--- config.mk ---
export PLATFORM = sky130hd
export DESIGN_NAME = wb_stage_param_flat
export DESIGN_NICKNAME = d
export VERILOG_FILES = /design/src/rtl/wb_stage_param_if.sv /design/src/rtl/wb_stage_param.sv /design/src/flat_wrapper.sv
export SDC_FILE = /design/constraint.sdc
export NUM_CORES = 1
export LEC_CHECK = 0
export ABC_AREA = 1
export CAP_MARGIN = 20
export CORE_UTILIZATION = 30
export CTS_CLUSTER_SIZE = 40
export DETAILED_ROUTE_END_ITERATION = 7
export PLACE_DENSITY = 0.59
export SYNTH_ARGS = -nofsm -noshare
export SYNTH_HDL_FRONTEND = slang
export SYNTH_SLANG_ARGS = --single-unit
export TNS_END_PERCENT = 10
--- constraint.sdc ---
create_clock -name clk -period 1.9 [get_ports clk]
set_input_delay 0.19 -clock clk [delete_from_list [all_inputs] [get_ports clk]]
set_output_delay 0.19 -clock clk [all_outputs]
set_load 0.02 [all_outputs]
--- src/rtl/wb_stage_param_if.sv ---
// MEM->WB handshake bundle: mem_over/wb_allow_in plus the instruction payload MEM hands to writeback.
interface wb_stage_param_if #(
  parameter int DATA_W = 32,
  parameter int RF_AW  = 5
);
  logic              mem_over;
  logic              wb_allow_in;
  logic [DATA_W-1:0] mem_alu_res;
  logic [DATA_W-1:0] mem_load_data;
  logic [DATA_W-1:0] mem_pc8;
  logic [RF_AW-1:0]  mem_waddr;
  logic [2:0]        mem_rfwd_sel;
  logic [2:0]        mem_ext_func;
  logic              mem_rf_wen;
  logic              mem_hi_wen;
  logic              mem_lo_wen;
  logic              mem_lo_sel;
  logic              mem_pcw_sel;

  modport master (
    output mem_over, mem_alu_res, mem_load_data, mem_pc8, mem_waddr,
           mem_rfwd_sel, mem_ext_func, mem_rf_wen, mem_hi_wen, mem_lo_wen,
           mem_lo_sel, mem_pcw_sel,
    input  wb_allow_in
  );

  modport slave (
    input  mem_over, mem_alu_res, mem_load_data, mem_pc8, mem_waddr,
           mem_rfwd_sel, mem_ext_func, mem_rf_wen, mem_hi_wen, mem_lo_wen,
           mem_lo_sel, mem_pcw_sel,
    output wb_allow_in
  );
endinterface

--- src/rtl/wb_stage_param.sv ---
// Writeback stage: registered payload, HI/LO, load extension, RF write select; WB_COMMIT_TRACE_EN adds retire trace.
// Commits 1 cycle after accept; a busy RF port (rf_ready=0) holds the instruction and drops wb_allow_in.
module wb_stage_param #(
  parameter int              DATA_W     = 32,
  parameter int              RF_AW      = 5,
  parameter logic [DATA_W-1:0] EXC_VECTOR = 32'hBFC00380
) (
  input  logic              clk,
  input  logic              reset,
  input  logic              cancel,
  wb_stage_param_if.slave   mif,
  input  logic [DATA_W-1:0] cp0_rdata,
  input  logic              rf_ready,
  output logic              wb_valid,
  output logic              rf_wen,
  output logic [RF_AW-1:0]  rf_waddr,
  output logic [DATA_W-1:0] rf_wdata,
  output logic [DATA_W-1:0] wb_pcw,
  output logic [DATA_W-1:0] hi_out,
  output logic [DATA_W-1:0] lo_out
`ifdef WB_COMMIT_TRACE_EN
  ,
  output logic              trace_valid,
  output logic [DATA_W-1:0] trace_pc,
  output logic [31:0]       retire_cnt
`endif
);

  typedef struct packed {
    logic [DATA_W-1:0] alu_res;
    logic [DATA_W-1:0] load_data;
    logic [DATA_W-1:0] pc8;
    logic [RF_AW-1:0]  waddr;
    logic [2:0]        rfwd_sel;
    logic [2:0]        ext_func;
    logic              rf_wen;
    logic              hi_wen;
    logic              lo_wen;
    logic              lo_sel;
    logic              pcw_sel;
  } wb_pay_t;

  wb_pay_t           pay_q;
  wb_pay_t           pay_d;
  logic              wb_over;
  logic              accept;
  logic [DATA_W-1:0] hi_q;
  logic [DATA_W-1:0] lo_q;
  logic [DATA_W-1:0] load_ext;
  logic [7:0]        ld_byte;
  logic [15:0]       ld_half;

  assign wb_over         = wb_valid & rf_ready & ~cancel;
  assign mif.wb_allow_in = ~wb_valid | wb_over;
  assign accept          = mif.mem_over & mif.wb_allow_in & ~cancel;

  always_comb begin
    pay_d           = pay_q;
    pay_d.alu_res   = mif.mem_alu_res;
    pay_d.load_data = mif.mem_load_data;
    pay_d.pc8       = mif.mem_pc8;
    pay_d.waddr     = mif.mem_waddr;
    pay_d.rfwd_sel  = mif.mem_rfwd_sel;
    pay_d.ext_func  = mif.mem_ext_func;
    pay_d.rf_wen    = mif.mem_rf_wen;
    pay_d.hi_wen    = mif.mem_hi_wen;
    pay_d.lo_wen    = mif.mem_lo_wen;
    pay_d.lo_sel    = mif.mem_lo_sel;
    pay_d.pcw_sel   = mif.mem_pcw_sel;
  end

  // Cancel outranks accept: a flushed edge neither captures nor keeps anything.
  always_ff @(posedge clk) begin
    if (!reset) begin
      wb_valid <= 1'b0;
      pay_q    <= '0;
    end else if (cancel) begin
      wb_valid <= 1'b0;
    end else if (mif.wb_allow_in) begin
      wb_valid <= mif.mem_over;
      if (accept) begin
        pay_q <= pay_d;
      end
    end
  end

  always_ff @(posedge clk) begin
    if (!reset) begin
      hi_q <= '0;
      lo_q <= '0;
    end else if (wb_over) begin
      if (pay_q.hi_wen) begin
        hi_q <= pay_q.alu_res;
      end
      if (pay_q.lo_wen) begin
        lo_q <= pay_q.lo_sel ? pay_q.load_data : pay_q.alu_res;
      end
    end
  end

  always_comb begin
    ld_byte = pay_q.load_data[7:0];
    case (pay_q.alu_res[1:0])
      2'd0:    ld_byte = pay_q.load_data[7:0];
      2'd1:    ld_byte = pay_q.load_data[15:8];
      2'd2:    ld_byte = pay_q.load_data[23:16];
      default: ld_byte = pay_q.load_data[31:24];
    endcase
    ld_half = pay_q.alu_res[1] ? pay_q.load_data[31:16] : pay_q.load_data[15:0];
  end

  always_comb begin
    load_ext = pay_q.load_data;
    case (pay_q.ext_func)
      3'd1:    load_ext = {{(DATA_W-8){1'b0}}, ld_byte};
      3'd2:    load_ext = {{(DATA_W-8){ld_byte[7]}}, ld_byte};
      3'd3:    load_ext = {{(DATA_W-16){1'b0}}, ld_half};
      3'd4:    load_ext = {{(DATA_W-16){ld_half[15]}}, ld_half};
      default: load_ext = pay_q.load_data;
    endcase
  end

  always_comb begin
    rf_wdata = pay_q.alu_res;
    case (pay_q.rfwd_sel)
      3'd1:    rf_wdata = pay_q.pc8;
      3'd2:    rf_wdata = hi_q;
      3'd3:    rf_wdata = lo_q;
      3'd4:    rf_wdata = load_ext;
      3'd5:    rf_wdata = cp0_rdata;
      default: rf_wdata = pay_q.alu_res;
    endcase
  end

  assign rf_wen   = wb_over & pay_q.rf_wen & (pay_q.waddr != '0);
  assign rf_waddr = rf_wen ? pay_q.waddr : '0;
  assign wb_pcw   = pay_q.pcw_sel ? cp0_rdata : EXC_VECTOR;
  assign hi_out   = hi_q;
  assign lo_out   = lo_q;

`ifdef WB_COMMIT_TRACE_EN
  assign trace_valid = wb_over;
  assign trace_pc    = pay_q.pc8 - DATA_W'(8);

  always_ff @(posedge clk) begin
    if (!reset) begin
      retire_cnt <= '0;
    end else if (wb_over) begin
      retire_cnt <= retire_cnt + 32'd1;
    end
  end
`endif

endmodule

--- src/flat_wrapper.sv ---
// flat-port wrapper written by rule: the top's interface ports become plain ports
module wb_stage_param_flat 
#(
  parameter int              DATA_W     = 32,
  parameter int              RF_AW      = 5,
  parameter logic [DATA_W-1:0] EXC_VECTOR = 32'hBFC00380
)
  (clk, reset, cancel, cp0_rdata, rf_ready, wb_valid, rf_wen, rf_waddr, rf_wdata, wb_pcw, hi_out, lo_out, mif_mem_over, mif_mem_alu_res, mif_mem_load_data, mif_mem_pc8, mif_mem_waddr, mif_mem_rfwd_sel, mif_mem_ext_func, mif_mem_rf_wen, mif_mem_hi_wen, mif_mem_lo_wen, mif_mem_lo_sel, mif_mem_pcw_sel, mif_wb_allow_in);
  wb_stage_param_if #(.DATA_W(DATA_W), .RF_AW(RF_AW)) mif_i ();
  input  logic clk;
  input  logic reset;
  input  logic cancel;
  input  logic [DATA_W-1:0] cp0_rdata;
  input  logic rf_ready;
  output logic wb_valid;
  output logic rf_wen;
  output logic [RF_AW-1:0] rf_waddr;
  output logic [DATA_W-1:0] rf_wdata;
  output logic [DATA_W-1:0] wb_pcw;
  output logic [DATA_W-1:0] hi_out;
  output logic [DATA_W-1:0] lo_out;
  input wire logic [$bits(mif_i.mem_over)-1:0] mif_mem_over;
  input wire logic [$bits(mif_i.mem_alu_res)-1:0] mif_mem_alu_res;
  input wire logic [$bits(mif_i.mem_load_data)-1:0] mif_mem_load_data;
  input wire logic [$bits(mif_i.mem_pc8)-1:0] mif_mem_pc8;
  input wire logic [$bits(mif_i.mem_waddr)-1:0] mif_mem_waddr;
  input wire logic [$bits(mif_i.mem_rfwd_sel)-1:0] mif_mem_rfwd_sel;
  input wire logic [$bits(mif_i.mem_ext_func)-1:0] mif_mem_ext_func;
  input wire logic [$bits(mif_i.mem_rf_wen)-1:0] mif_mem_rf_wen;
  input wire logic [$bits(mif_i.mem_hi_wen)-1:0] mif_mem_hi_wen;
  input wire logic [$bits(mif_i.mem_lo_wen)-1:0] mif_mem_lo_wen;
  input wire logic [$bits(mif_i.mem_lo_sel)-1:0] mif_mem_lo_sel;
  input wire logic [$bits(mif_i.mem_pcw_sel)-1:0] mif_mem_pcw_sel;
  output wire logic [$bits(mif_i.wb_allow_in)-1:0] mif_wb_allow_in;
  assign mif_i.mem_over = mif_mem_over;
  assign mif_i.mem_alu_res = mif_mem_alu_res;
  assign mif_i.mem_load_data = mif_mem_load_data;
  assign mif_i.mem_pc8 = mif_mem_pc8;
  assign mif_i.mem_waddr = mif_mem_waddr;
  assign mif_i.mem_rfwd_sel = mif_mem_rfwd_sel;
  assign mif_i.mem_ext_func = mif_mem_ext_func;
  assign mif_i.mem_rf_wen = mif_mem_rf_wen;
  assign mif_i.mem_hi_wen = mif_mem_hi_wen;
  assign mif_i.mem_lo_wen = mif_mem_lo_wen;
  assign mif_i.mem_lo_sel = mif_mem_lo_sel;
  assign mif_i.mem_pcw_sel = mif_mem_pcw_sel;
  assign mif_wb_allow_in = mif_i.wb_allow_in;
  wb_stage_param #(.DATA_W(DATA_W), .RF_AW(RF_AW), .EXC_VECTOR(EXC_VECTOR)) u_core (.clk(clk), .reset(reset), .cancel(cancel), .mif(mif_i), .cp0_rdata(cp0_rdata), .rf_ready(rf_ready), .wb_valid(wb_valid), .rf_wen(rf_wen), .rf_waddr(rf_waddr), .rf_wdata(rf_wdata), .wb_pcw(wb_pcw), .hi_out(hi_out), .lo_out(lo_out));
endmodule
==> reports/metrics.cfg <==
[synthesis]
synth-edff-count=0
ys.flop_type=dfxtp_1
synth_area_leaders=dfxtp_1, nand2_1, a21oi_1
avgSynthCellArea_um2=6.30
synthCells=1427
yosysTopAreaCell=dfxtp_1
yosysWarnings=0
syn_area_um2=8990
yosys_register_bits=177
async_flop_share_pct=0
synth_nets=1576
synth_top_cell_area_share_pct=39.4
yosysUniqueCellTypes=26
ys_seq_area_share_pct=39.4

[die]
initial_core_util_pct=30.4
io-pin-count=285
die_y_um=175
rows=63
die_area_um2=30700
die_x_um=175
core_um2=29600

[worst_setup_path]
crit_required_ns=1.71
start_kind=flip-flop
crit_slowest_cell=dfxtp_4
arrival_ns=2.06
crit_chain=inv_2 > buf_4 > nand2_4 > clkinv_4 > buf_12 > buf_6 > nand2_2 > nand3_2 > nor2_1 > a21oi_1 > buf_4 > buf_6
cpPeakStageDelay_ns=0.36
cp_top_family=buffers and inverters
startpoint=u_core.pay_q[8]$_SDFFE_PN0P_
r2r_setup_slack_ns=0.23
crit_buf_inv=7
r2r_end=u_core.lo_out[4]$_SDFFE_PN0P_
end_kind=output pin
timing.rr.start=u_core.wb_valid$_SDFFE_PP0P_
path_max_fanout=10
r2r_cells=9
criticalPathCategory=flip-flop to output pin

[clock_network]
cts_tree=yes
cts_root_buffer=clkbuf_16
htree_levels=4
clock_path_buffers=2
cts_hold_buf=0
clk_latency_ns=0.43
cts_buffers=17
path_clk_slew_ns=0.07
cts.sinks=177

[min_path]
hold_path_class=primary input to flip-flop
whs_path_depth=3
min_from=reset
min_to=u_core.pay_q[20]$_SDFFE_PN0P_

[placement]
dp_slack_ns=-0.407
dp_hpwl_um=31800
placed_area_um2=13400
io_buffer_count=284
finalWeightedCongestion=0.967
dpl.cell_count=2171

[routing]
firstDrtPassIters=5
drc_errors=0
drt_iter0_markers=836
routed_wl_um=41500
via_count=10858
via_per_inst=4.88
antenna_left=0
wl_per_cell_um=18.6

[timing]
finalCriticalPeriod_ns=2.25
drv_slew=0
hold_violations=0
fmax_ghz=0.445
timing.final.ws_setup_ns=-0.347
slew_headroom_pct=74.5
fin_skew_ns=0.0113
rsz0062_at_grt=true
worst_pin_slew_ns=0.379
finalHoldWorstSlack_ns=0.162
period_share_pct=118
setup_viol=32

[layout]
fillers=3079
stdcell_count=2227
final_cell_mix=nand2_1, clkdlybuf4s50_1, o21ai_0
fin_nets=1973
final_common_cell=nand2_1
drive_gt1_share_pct=20.5
area_growth_syn_to_layout_pct=63.3
final_area_um2=14700
diodes=0

[global_route]
met1_usage_pct=37.3
use_met2_pct=42.0
antenna_found_initial=0
grt_use_total_pct=26.8
busiest_layer=met2
grt_pass1_wl_um=62200
use_met3_pct=4.31
first_global_vias=10473
grt_max_degree=58
grt-ovfl-total=0

[flow_run]
cap_violations=0

[pwr]
total_power_mw=10.6
p_leak_nw=6.03
ir_drop_mv=0.621
power.density_nw_per_um2=721

[run_status]
violations=setup timing
outcome=complete, but fails checks

metal layers:
layer | share of wire [%] | vias to the layer above
met5 | 0 | -
met4 | 2.7 | 0
met2 | 45 | 402
li1 | - | 5424
met1 | 46 | 4980
met3 | 6.1 | 52
worst register-to-register path: cells and delay by family, from the launching register on:
kind            cells  cell delay, ns
flops               1            0.33
compound gates      2            0.27
buf+inv             4            0.62
simple gates        3            0.33
sequential cells by signal, summed over array words and instances, names as in the netlist:
register         flops
u_core.lo_out       32
u_core.hi_out       32
u_core.pay_q       112
u_core.wb_valid      1
cell families after synthesis:
group | count (synthesis) | synth area share, %
buffers and inverters | 236 | 10.4
AND/OR/NAND/NOR | 624 | 28.4
AO/OA/AOI/OAI | 390 | 21.8
flip-flops | 177 | 39.4
final cells by class:
type	count	area (um^2)	area share (%)
multi-input combinational	1016	4930	33.6
tap	390	488	3.32
inverter	140	551	3.75
clock inverter	13	144	0.980
sequential	177	3570	24.3
timing repair buffer	472	4550	31.0
clock buffer	19	443	3.02
how the worst max path moves through the flow:
stage,end,depth (start not counted)
2_1_floorplan,rf_wdata[18],9
3_3_place_gp,rf_wdata[25],8
3_5_place_dp,rf_wdata[20],9
4_1_cts,rf_wdata[13],10
5_1_grt,rf_wdata[12],11
6_report,rf_wdata[12],12
synthesized netlist by cell type (2+ instances only):
cell type / n
a21oi_1: 198
nand2_1: 338
dfxtp_1: 177
nand2_2: 2
clkbuf_1: 66
inv_1: 133
clkinv_1: 2
o21ai_0: 188
buf_2: 25
inv_2: 4
buf_1: 3
nor3_1: 3
nand3_1: 121
nor2_1: 153
nor2_2: 3
through the flow:
stage	setup TNS (ns)	utilization, %
final	-8.57	49.7
after global routing	-11.02	49.7
after CTS	-8.69	49.1
after detailed placement	-11.51	45.3
after global placement	-11.61	45.3
after floorplan	0	-
report_power, final:
| group | switching (mW) | internal, mW | total, mW |
|---|---|---|---|
| Clock | 1.69 | 1.90 | 3.58 |
| Combinational | 1.61 | 1.37 | 2.99 |
| Sequential | 0.141 | 3.88 | 4.02 |
timing repair:
action                                  4_1_cts  5_1_grt
setup buffers                                19        4
hold endpoints to repair                      0        0
endpoints found under the setup margin       59       43
resized for setup                           295       47
cloned                                        4        0
pin swaps                                    38       21
No activity file was read; power rests on OpenSTA's default activity.
